===== config.mk =====
export PLATFORM = sky130hd
export DESIGN_NAME = sprite_layer_mixer
export DESIGN_NICKNAME = d
export VERILOG_FILES = /design/src/rtl/sprite_layer_mixer.sv
export SDC_FILE = /design/constraint.sdc
export NUM_CORES = 1
export LEC_CHECK = 0
export ABC_AREA = 1
export BUFFER_PORTS_ARGS = -buffer_cell sky130_fd_sc_hd__buf_2
export CORE_MARGIN = 5
export CORE_UTILIZATION = 40
export CTS_CLUSTER_DIAMETER = 60
export CTS_CLUSTER_SIZE = 12
export DETAILED_ROUTE_END_ITERATION = 16
export GPL_TIMING_DRIVEN = 0
export PLACE_DENSITY = 0.7
export SLEW_MARGIN = 20
export SYNTH_ARGS = -nofsm -noshare
export SYNTH_HDL_FRONTEND = slang
export SYNTH_SLANG_ARGS = --single-unit

===== constraint.sdc =====
create_clock -name clk -period 2.5 [get_ports clk]
set_input_delay 0.125 -clock clk [delete_from_list [all_inputs] [get_ports clk]]
set_output_delay 0.125 -clock clk [all_outputs]
set_load 0.05 [all_outputs]

===== src/rtl/sprite_layer_mixer.sv =====
// sprite_layer_mixer: picks the visible sprite/background pixel by fixed layer
// priority, blanks outside active video, and delays hsync/vsync/de to match.
// It also collects player-vs-enemy overlap per frame and reports it at each frame boundary.
// Latency: 2 clk cycles for rgb/hs/vs/de; collision report lands with the first active vga_vs_o.
// Backpressure: none; one pixel is accepted every clock.
// Ports: clk/rst (sync, active-high); de_i/hsync_i/vsync_i timing in;
//        layer_alpha_i/layer_rgb_i/bg_rgb_i pixel sources; vga_* delayed video out;
//        collide_o/frame_done_o/hit_frames_o per-frame collision report.
module sprite_layer_mixer #(
    parameter int N_LAYER  = 4,
    parameter int RGB_W    = 12,
    parameter int SYNC_POL = 0,
    // Derived width of collide_o; held at 1 (tied low) when there are no enemy layers.
    parameter int COLL_W   = (N_LAYER > 1) ? N_LAYER - 1 : 1
) (
    input  logic                     clk,
    input  logic                     rst,
    input  logic                     de_i,
    input  logic                     hsync_i,
    input  logic                     vsync_i,
    input  logic [N_LAYER-1:0]       layer_alpha_i,
    input  logic [N_LAYER*RGB_W-1:0] layer_rgb_i,
    input  logic [RGB_W-1:0]         bg_rgb_i,
    output logic [RGB_W-1:0]         vga_rgb_o,
    output logic                     vga_hs_o,
    output logic                     vga_vs_o,
    output logic                     vga_de_o,
    output logic [COLL_W-1:0]        collide_o,
    output logic                     frame_done_o,
    output logic [7:0]               hit_frames_o
);

    localparam logic SYNC_ACT = (SYNC_POL != 0);

    logic [RGB_W-1:0] pick;
    logic [RGB_W-1:0] sel_s1;
    logic             hs_s1;
    logic             vs_s1;
    logic             de_s1;
    logic             s1_live;
    logic             prev_vs;
    logic             frame_evt;

    // Walk from the lowest-priority layer upward so the lowest opaque index wins.
    always_comb begin
        pick = bg_rgb_i;
        for (int k = N_LAYER - 1; k >= 0; k--) begin
            if (layer_alpha_i[k]) begin
                pick = layer_rgb_i[k*RGB_W +: RGB_W];
            end
        end
    end

    // Frame boundary: stage-1 vsync has just become active.
    assign frame_evt = (vs_s1 == SYNC_ACT) && (prev_vs != SYNC_ACT);

    always_ff @(posedge clk) begin
        if (rst) begin
            sel_s1       <= '0;
            hs_s1        <= ~SYNC_ACT;
            vs_s1        <= ~SYNC_ACT;
            de_s1        <= 1'b0;
            s1_live      <= 1'b0;
            prev_vs      <= SYNC_ACT;
            vga_rgb_o    <= '0;
            vga_hs_o     <= ~SYNC_ACT;
            vga_vs_o     <= ~SYNC_ACT;
            vga_de_o     <= 1'b0;
            frame_done_o <= 1'b0;
        end else begin
            sel_s1       <= pick;
            hs_s1        <= hsync_i;
            vs_s1        <= vsync_i;
            de_s1        <= de_i;
            s1_live      <= 1'b1;
            // The stage-1 reset fill is not a real sync sample; keep prev_vs at the
            // active level until stage 1 carries live data, so a vsync already
            // active across reset release does not look like a new boundary.
            prev_vs      <= s1_live ? vs_s1 : SYNC_ACT;
            vga_rgb_o    <= de_s1 ? sel_s1 : '0;
            vga_hs_o     <= hs_s1;
            vga_vs_o     <= vs_s1;
            vga_de_o     <= de_s1;
            frame_done_o <= frame_evt;
        end
    end

    generate
        if (N_LAYER > 1) begin : g_coll
            logic [N_LAYER-2:0] ov_s1;
            logic [N_LAYER-2:0] acc;
            logic [N_LAYER-2:0] frame_hits;

            // Overlap in the boundary cycle itself still belongs to the ending frame.
            assign frame_hits = acc | ov_s1;

            always_ff @(posedge clk) begin
                if (rst) begin
                    ov_s1        <= '0;
                    acc          <= '0;
                    collide_o    <= '0;
                    hit_frames_o <= 8'd0;
                end else begin
                    // Only player-vs-enemy overlap inside active video counts.
                    ov_s1 <= (de_i && layer_alpha_i[0]) ? layer_alpha_i[N_LAYER-1:1] : '0;
                    acc   <= frame_evt ? '0 : frame_hits;
                    if (frame_evt) begin
                        collide_o <= frame_hits;
                        if ((|frame_hits) && (hit_frames_o != 8'hFF)) begin
                            hit_frames_o <= hit_frames_o + 8'd1;
                        end
                    end
                end
            end
        end else begin : g_no_coll
            assign collide_o    = '0;
            assign hit_frames_o = 8'd0;
        end
    endgenerate

endmodule


==> results of run 1 <==
[how the worst min path moves through the flow]
stage | to | slack, ns | start
2_1_floorplan | hs_s1$_SDFF_PP1_ | 0.23 | hsync_i
5_1_grt | hs_s1$_SDFF_PP1_ | 0.01 | hsync_i
6_report | hs_s1$_SDFF_PP1_ | 0.002 | hsync_i
3_3_place_gp | hs_s1$_SDFF_PP1_ | 0.31 | hsync_i
3_5_place_dp | hs_s1$_SDFF_PP1_ | 0.31 | hsync_i
4_1_cts | hs_s1$_SDFF_PP1_ | 0.0005 | hsync_i
[logic make-up after synthesis]
group / synth area share (%)
flops: 48.31
fa+ha+maj: 0.6038
simple gates: 27.42
buf+inv: 8.574
compound gates: 15.10
[layout by cell type, fill, tap and decap left out, types with 4 or more instances in the layout]
cell type	Yosys	routed
buf_2	8	102
nor2_1	34	34
nand4_1	4	4
nor2_2	8	8
inv_1	26	26
a21oi_1	27	27
dfxtp_1	50	50
nand3_1	19	19
clkbuf_8	1	6
o211ai_1	12	12
o21ai_0	15	15
nand2_1	46	46
[metrics by stage]
step / hold WS [ns] / util [%]
6_report: 0.002010 / 53.99
5_1_grt: 0.01066 / 53.99
4_1_cts: 0.0005462 / 53.99
3_5_place_dp: 0.3115 / 51.82
3_3_place_gp: 0.3081 / 51.82
2_1_floorplan: 0.2288 / -
[where the power goes]
group	internal, mW	total, mW	leakage, nW	switching (mW)
logic	0.0860	0.208	0.866	0.122
clock network	0.299	0.561	0.0514	0.263
registers	0.824	0.833	0.409	0.00812
[flip-flops by register name, indices dropped and copies added (netlist names), 3 cells and up]
name / cells
collide_o: 3
g_coll.acc: 3
g_coll.ov_s1: 3
hit_frames_o: 8
sel_s1: 12
vga_rgb_o: 12
[final cells by class]
class,instances,area [µm²],area share (%)
plain buffers,12,65.06,2.374
clock buffers,6,72.57,2.648
clock inverters,2,37.54,1.370
inverters,30,112.6,4.110
multi-input cells,178,893.4,32.60
flip-flops and latches,50,1001,36.53
well taps,70,87.58,3.196
repair buffers,94,470.5,17.17
[routing by layer]
metal / share of wire, % / vias to the layer above / GRT usage (%)
li1: - / 1072 / -
met1: 42 / 874 / 19.04
met2: 49 / 61 / 25.61
met3: 7.3 / 6 / 3.509
met4: 1.5 / 0 / 5.814
met5: 0 / - / 0
[worst max-delay path, cell delays in order (launching register included)]
cell     delay, ns
dfxtp_1       0.40
ha_1          0.23
nand2_2       0.09
nor2_4        0.11
nand2_4       0.09
nand2_4       0.10
nor2_2        0.04
nand2_1       0.05
nand2_1       0.04
nor2_1        0.08
[synth_stat cells]
library cell,n
dfxtp_1,50
nand2_1,46
nor2_1,34
a21oi_1,27
inv_1,26
nand3_1,19
o21ai_0,15
o211ai_1,12
buf_2,8
nor2_2,8
nand4_1,4
inv_2,3
nand2_4,3
or2_2,3
clkbuf_1,2
buf_1,1
clkbuf_8,1
clkinv_1,1
ha_1,1
nand2_2,1
nand3_2,1
nand3_4,1
nor2_4,1
o21ai_1,1
o21bai_1,1
==> results_dict.tcl, run 1 <==
set metrics [dict create \
    drv_cap 0 \
    antenna_found_initial 0 \
    routedWlPerCell_um 11.58 \
    final_cells 442 \
    clkSlewWorstSetupHoldPaths_ns 0.09 \
    grt_usage_pct 15.31 \
    root_buffer "clkbuf_8" \
    final_antenna_net_count 0 \
    setup_tns_ns 0 \
    fin_area_mm2 0.002740 \
    worstSetupEndpoint "hit_frames_o[5]$_SDFFE_PP0P_" \
    grt_pass1_vias 1824 \
    grt_pass1_wl_um 7990 \
    core_area_mm2 0.005075 \
    min-delay-path-class "input pin to flip-flop" \
    drv_slew 0 \
    die_x_um 81.97 \
    cp-startpoint "hit_frames_o[0]$_SDFFE_PP0P_" \
    cp-start-kind "flip-flop" \
    yosys.area.top_type_share_pct 48.31 \
    p_total_mw 1.602 \
    io_pins 96 \
    rows 26 \
    n_fill_cell 534 \
    finClkSkew_ns 0.002779 \
    r2r-start "hit_frames_o[0]$_SDFFE_PP0P_" \
    grt_max_degree 16 \
    die_h_um 81.97 \
    timing.final.crit_share_pct 51.42 \
    gp_congestion 0.8091 \
    antenna_cells 0 \
    dieArea_mm2 0.006719 \
    ir_worst_vdd_v 0.0002268 \
    synthCells 270 \
    port_buffers 94 \
    setup_violations 0 \
    powerDensity_mw_per_mm2 584.5 \
    syn_area_per_cell_um2 7.674 \
    worstMarginPinSlew_ns 0.4195 \
    finalWorstSetupSlack_ns 1.214 \
    synth.net_count 340 \
    netlist_area_mm2 0.002072 \
    r2r_end "hit_frames_o[5]$_SDFFE_PP0P_" \
    wirelength_um 5120 \
    critPathMaxFanout 7 \
    crit_type "flip-flop to flip-flop" \
    routed_via_density 4.554 \
    cts_hold_buf 0 \
    slew_headroom_pct 72.03 \
    clk_latency_ns 0.30 \
    start_util_pct 40.83 \
    grt_overflow 0 \
    cts_max_path_buffers 2 \
    cts_resized 0 \
    dp.cells 434 \
    cts.sinks 50 \
    ys_seq_area_share_pct 48.31 \
    endpoint_kind "flip-flop" \
    drt_iter0_drc 96 \
    outcome "completed" \
    yosysWarnings 0 \
    max_freq_mhz 777.8 \
    ys_top_cells_by_area "dfxtp_1 48%, nand2_1 8.3%, a21oi_1 6.5%" \
    min_period_ns 1.286 \
    reg2reg_depth 9 \
    area_growth_pct 32.25 \
    ys_seq_elements 50 \
    dpl_cell_area_mm2 0.002630 \
    p_leak_nw 1.327 \
    netlist.top_cell.by_area "dfxtp_1" \
    cts_setup_buffers 0 \
    whs_path_depth 2 \
    cts_max_level 2 \
    nets 441 \
    cts_tree "done" \
    drcViolationCount 0 \
    cp.required_ns 2.74 \
    synth.distinct_cells 25 \
    layout-drive-gt1-share_pct 35.22 \
    reg2reg_setup_slack_ns 1.21 \
    firstDrtPassIters 4 \
    cts_made_buffers 5 \
    place_ws_ns 1.220 \
    arrival_ns 1.53 \
    post-dp-hpwl_um 4118 \
    hold_viol 0 \
    rsz0062_at_grt "no" \
    via_count 2013 \
]
Note: power is estimated with default switching activity, not from simulation.
==> run 2, diff against run 1 <==
==> constraint.sdc (replaced) <==
create_clock -name clk -period 1.2 [get_ports clk]
set_input_delay 0.06 -clock clk [delete_from_list [all_inputs] [get_ports clk]]
set_output_delay 0.06 -clock clk [all_outputs]
set_load 0.05 [all_outputs]
==> results_dict.tcl, run 2 (same netlist as run 1, synthesis figures left out) <==
set metrics [dict create \
    grt_usage_pct 15.92 \
    outcome "completed" \
    hold_viol 0 \
    routedWlPerCell_um 11.71 \
    drv_cap 0 \
    crit_family "simple AND/OR/NAND/NOR gates" \
    grt_pass1_wl_um 8148 \
    routed_via_density 4.500 \
    cts_max_level 2 \
    dieArea_mm2 0.006719 \
    slew_headroom_pct 73.59 \
    grt_max_degree 16 \
    worstMarginPinSlew_ns 0.3961 \
    top_usage_layer "met2" \
    setup_violations 0 \
    start_util_pct 40.83 \
    final_cells 446 \
    cts.sinks 50 \
    finClkSkew_ns 0.004549 \
    place_ws_ns 0.02907 \
    rsz0062_at_grt "yes" \
    dp.cells 434 \
    clk_latency_ns 0.30 \
    grt_overflow 0 \
    arrival_ns 1.42 \
    post-dp-hpwl_um 4146 \
    critPathMaxFanout 7 \
    holdWs_ns 0.01803 \
    endpoint_kind "flip-flop" \
    p_leak_nw 1.361 \
    antenna_found_initial 0 \
    grt_pass1_vias 1777 \
    ir_worst_vdd_v 0.0005686 \
    n_fill_cell 512 \
    io_pins 96 \
    drt_iter0_drc 57 \
    cts_tree "done" \
    slowest_stage "dfxtp_4" \
    grt.met1_usage_pct 19.87 \
    die_x_um 81.97 \
    wirelength_um 5221 \
    timing.final.crit_share_pct 98.44 \
    powerDensity_mw_per_mm2 1182 \
    final_common_cell "buf_2" \
    largest_registers "sel_s1 (12), vga_rgb_o (12), hit_frames_o (8)" \
    gp_congestion 0.8705 \
    clkSlewWorstSetupHoldPaths_ns 0.09 \
    cp_cell_sequence "ha_4 > nand2_4 > nor2_4 > nand2_4 > nand2_8 > o21bai_1 > inv_1 > nor2_1" \
    port_buffers 94 \
    slowest_delay_ns 0.37 \
    die_h_um 81.97 \
    crit_buf_inv 1 \
    finalWorstSetupSlack_ns 0.01878 \
    crit_type "flip-flop to flip-flop" \
    nets 445 \
    rows 26 \
    root_buffer "clkbuf_8" \
    min-delay-path-class "input pin to flip-flop" \
    antenna_cells 0 \
    final_cell_mix "102 x buf_2, 46 x nand2_1, 42 x dfxtp_1" \
    final_antenna_net_count 0 \
    core_area_mm2 0.005075 \
    met2_usage_pct 25.77 \
    cp.required_ns 1.44 \
    cts_max_path_buffers 2 \
    max_freq_mhz 846.6 \
    via_count 2007 \
    drcViolationCount 0 \
    layout-drive-gt1-share_pct 37.77 \
    drv_slew 0 \
    crit_path_frequent_cell "nand2_4" \
    area_growth_pct 36.96 \
    cts_made_buffers 5 \
    min_period_ns 1.181 \
    cp-start-kind "flip-flop" \
    firstDrtPassIters 4 \
    gr-usage-met3_pct 4.715 \
]
run 2: cell count changes in the layout (fill, tap and decap cells not counted), moves of 2 or more:
cell,before,now
nor2_4,1,4
dlygate4sd3_1,0,3
dfxtp_4,0,2
nor2_2,8,5
dfxtp_2,0,6
dfxtp_1,50,42
run 2: report_power, final:
group	leakage (nW)	switching [mW]	internal (mW)
clock network	0.0514	0.548	0.622
registers	0.414	0.0165	1.71
logic	0.895	0.266	0.190
run 2: worst paths after layout:
| kind | startpoint | end | slack, ns | depth (start not counted) |
|---|---|---|---|---|
| worst max-delay path | hit_frames_o[1]$_SDFFE_PP0P_ | hit_frames_o[4]$_SDFFE_PP0P_ | 0.02 | 8 |
| worst min-delay path | rst | hit_frames_o[1]$_SDFFE_PP0P_ | 0.02 | 2 |
| worst max register to register | hit_frames_o[1]$_SDFFE_PP0P_ | hit_frames_o[4]$_SDFFE_PP0P_ | 0.02 | 8 |
| worst min register to register | sel_s1[8]$_SDFF_PP0_ | vga_rgb_o[8]$_SDFF_PP0_ | 0.41 | 2 |
run 2: metal layers:
metal / vias to the layer above / part of all wire, % / wire length [µm]
li1: 1084 / - / -
met1: 865 / 42 / 2212
met2: 52 / 50 / 2617
met3: 6 / 6.6 / 344
met4: 0 / 0.88 / 46
met5: - / 0 / 0
run 2: worst register-to-register path, cell delays in order (launching register included):
cell and delay [ns]:
dfxtp_4 0.37, ha_4 0.17, nand2_4 0.07, nor2_4 0.04, nand2_4 0.12, nand2_8 0.08
o21bai_1 0.14, inv_1 0.05, nor2_1 0.07
run 2: through the flow:
stage	TNS, ns	utilization, %	instance area [µm²]	power, mW
6_report	0	55.92	2838	3.355
5_1_grt	-0.2650	55.92	2838	3.528
4_1_cts	0	55.03	2793	3.371
3_5_place_dp	0	52.47	2663	2.205
3_3_place_gp	0	52.47	2663	2.200
2_1_floorplan	-0.05045	-	2105	2.029
run 2: area by class of cell:
class / instances / area, µm² / area share [%]
sequential: 50 / 1016 / 35.80
multi-input combinational: 178 / 934.6 / 32.94
timing repair buffer: 98 / 508.0 / 17.90
inverter: 30 / 116.4 / 4.101
tap: 70 / 87.58 / 3.086
clock buffer: 6 / 72.57 / 2.557
buffer: 12 / 65.06 / 2.293
clock inverter: 2 / 37.54 / 1.323
run 2: timing repair:
action | 4_1_cts | 5_1_grt
hold buffers | 2 | 1
setup endpoints to repair | 0 | 5
resized for setup | 0 | 5
setup buffers | 0 | 1
endpoints found under the hold margin | 2 | 1
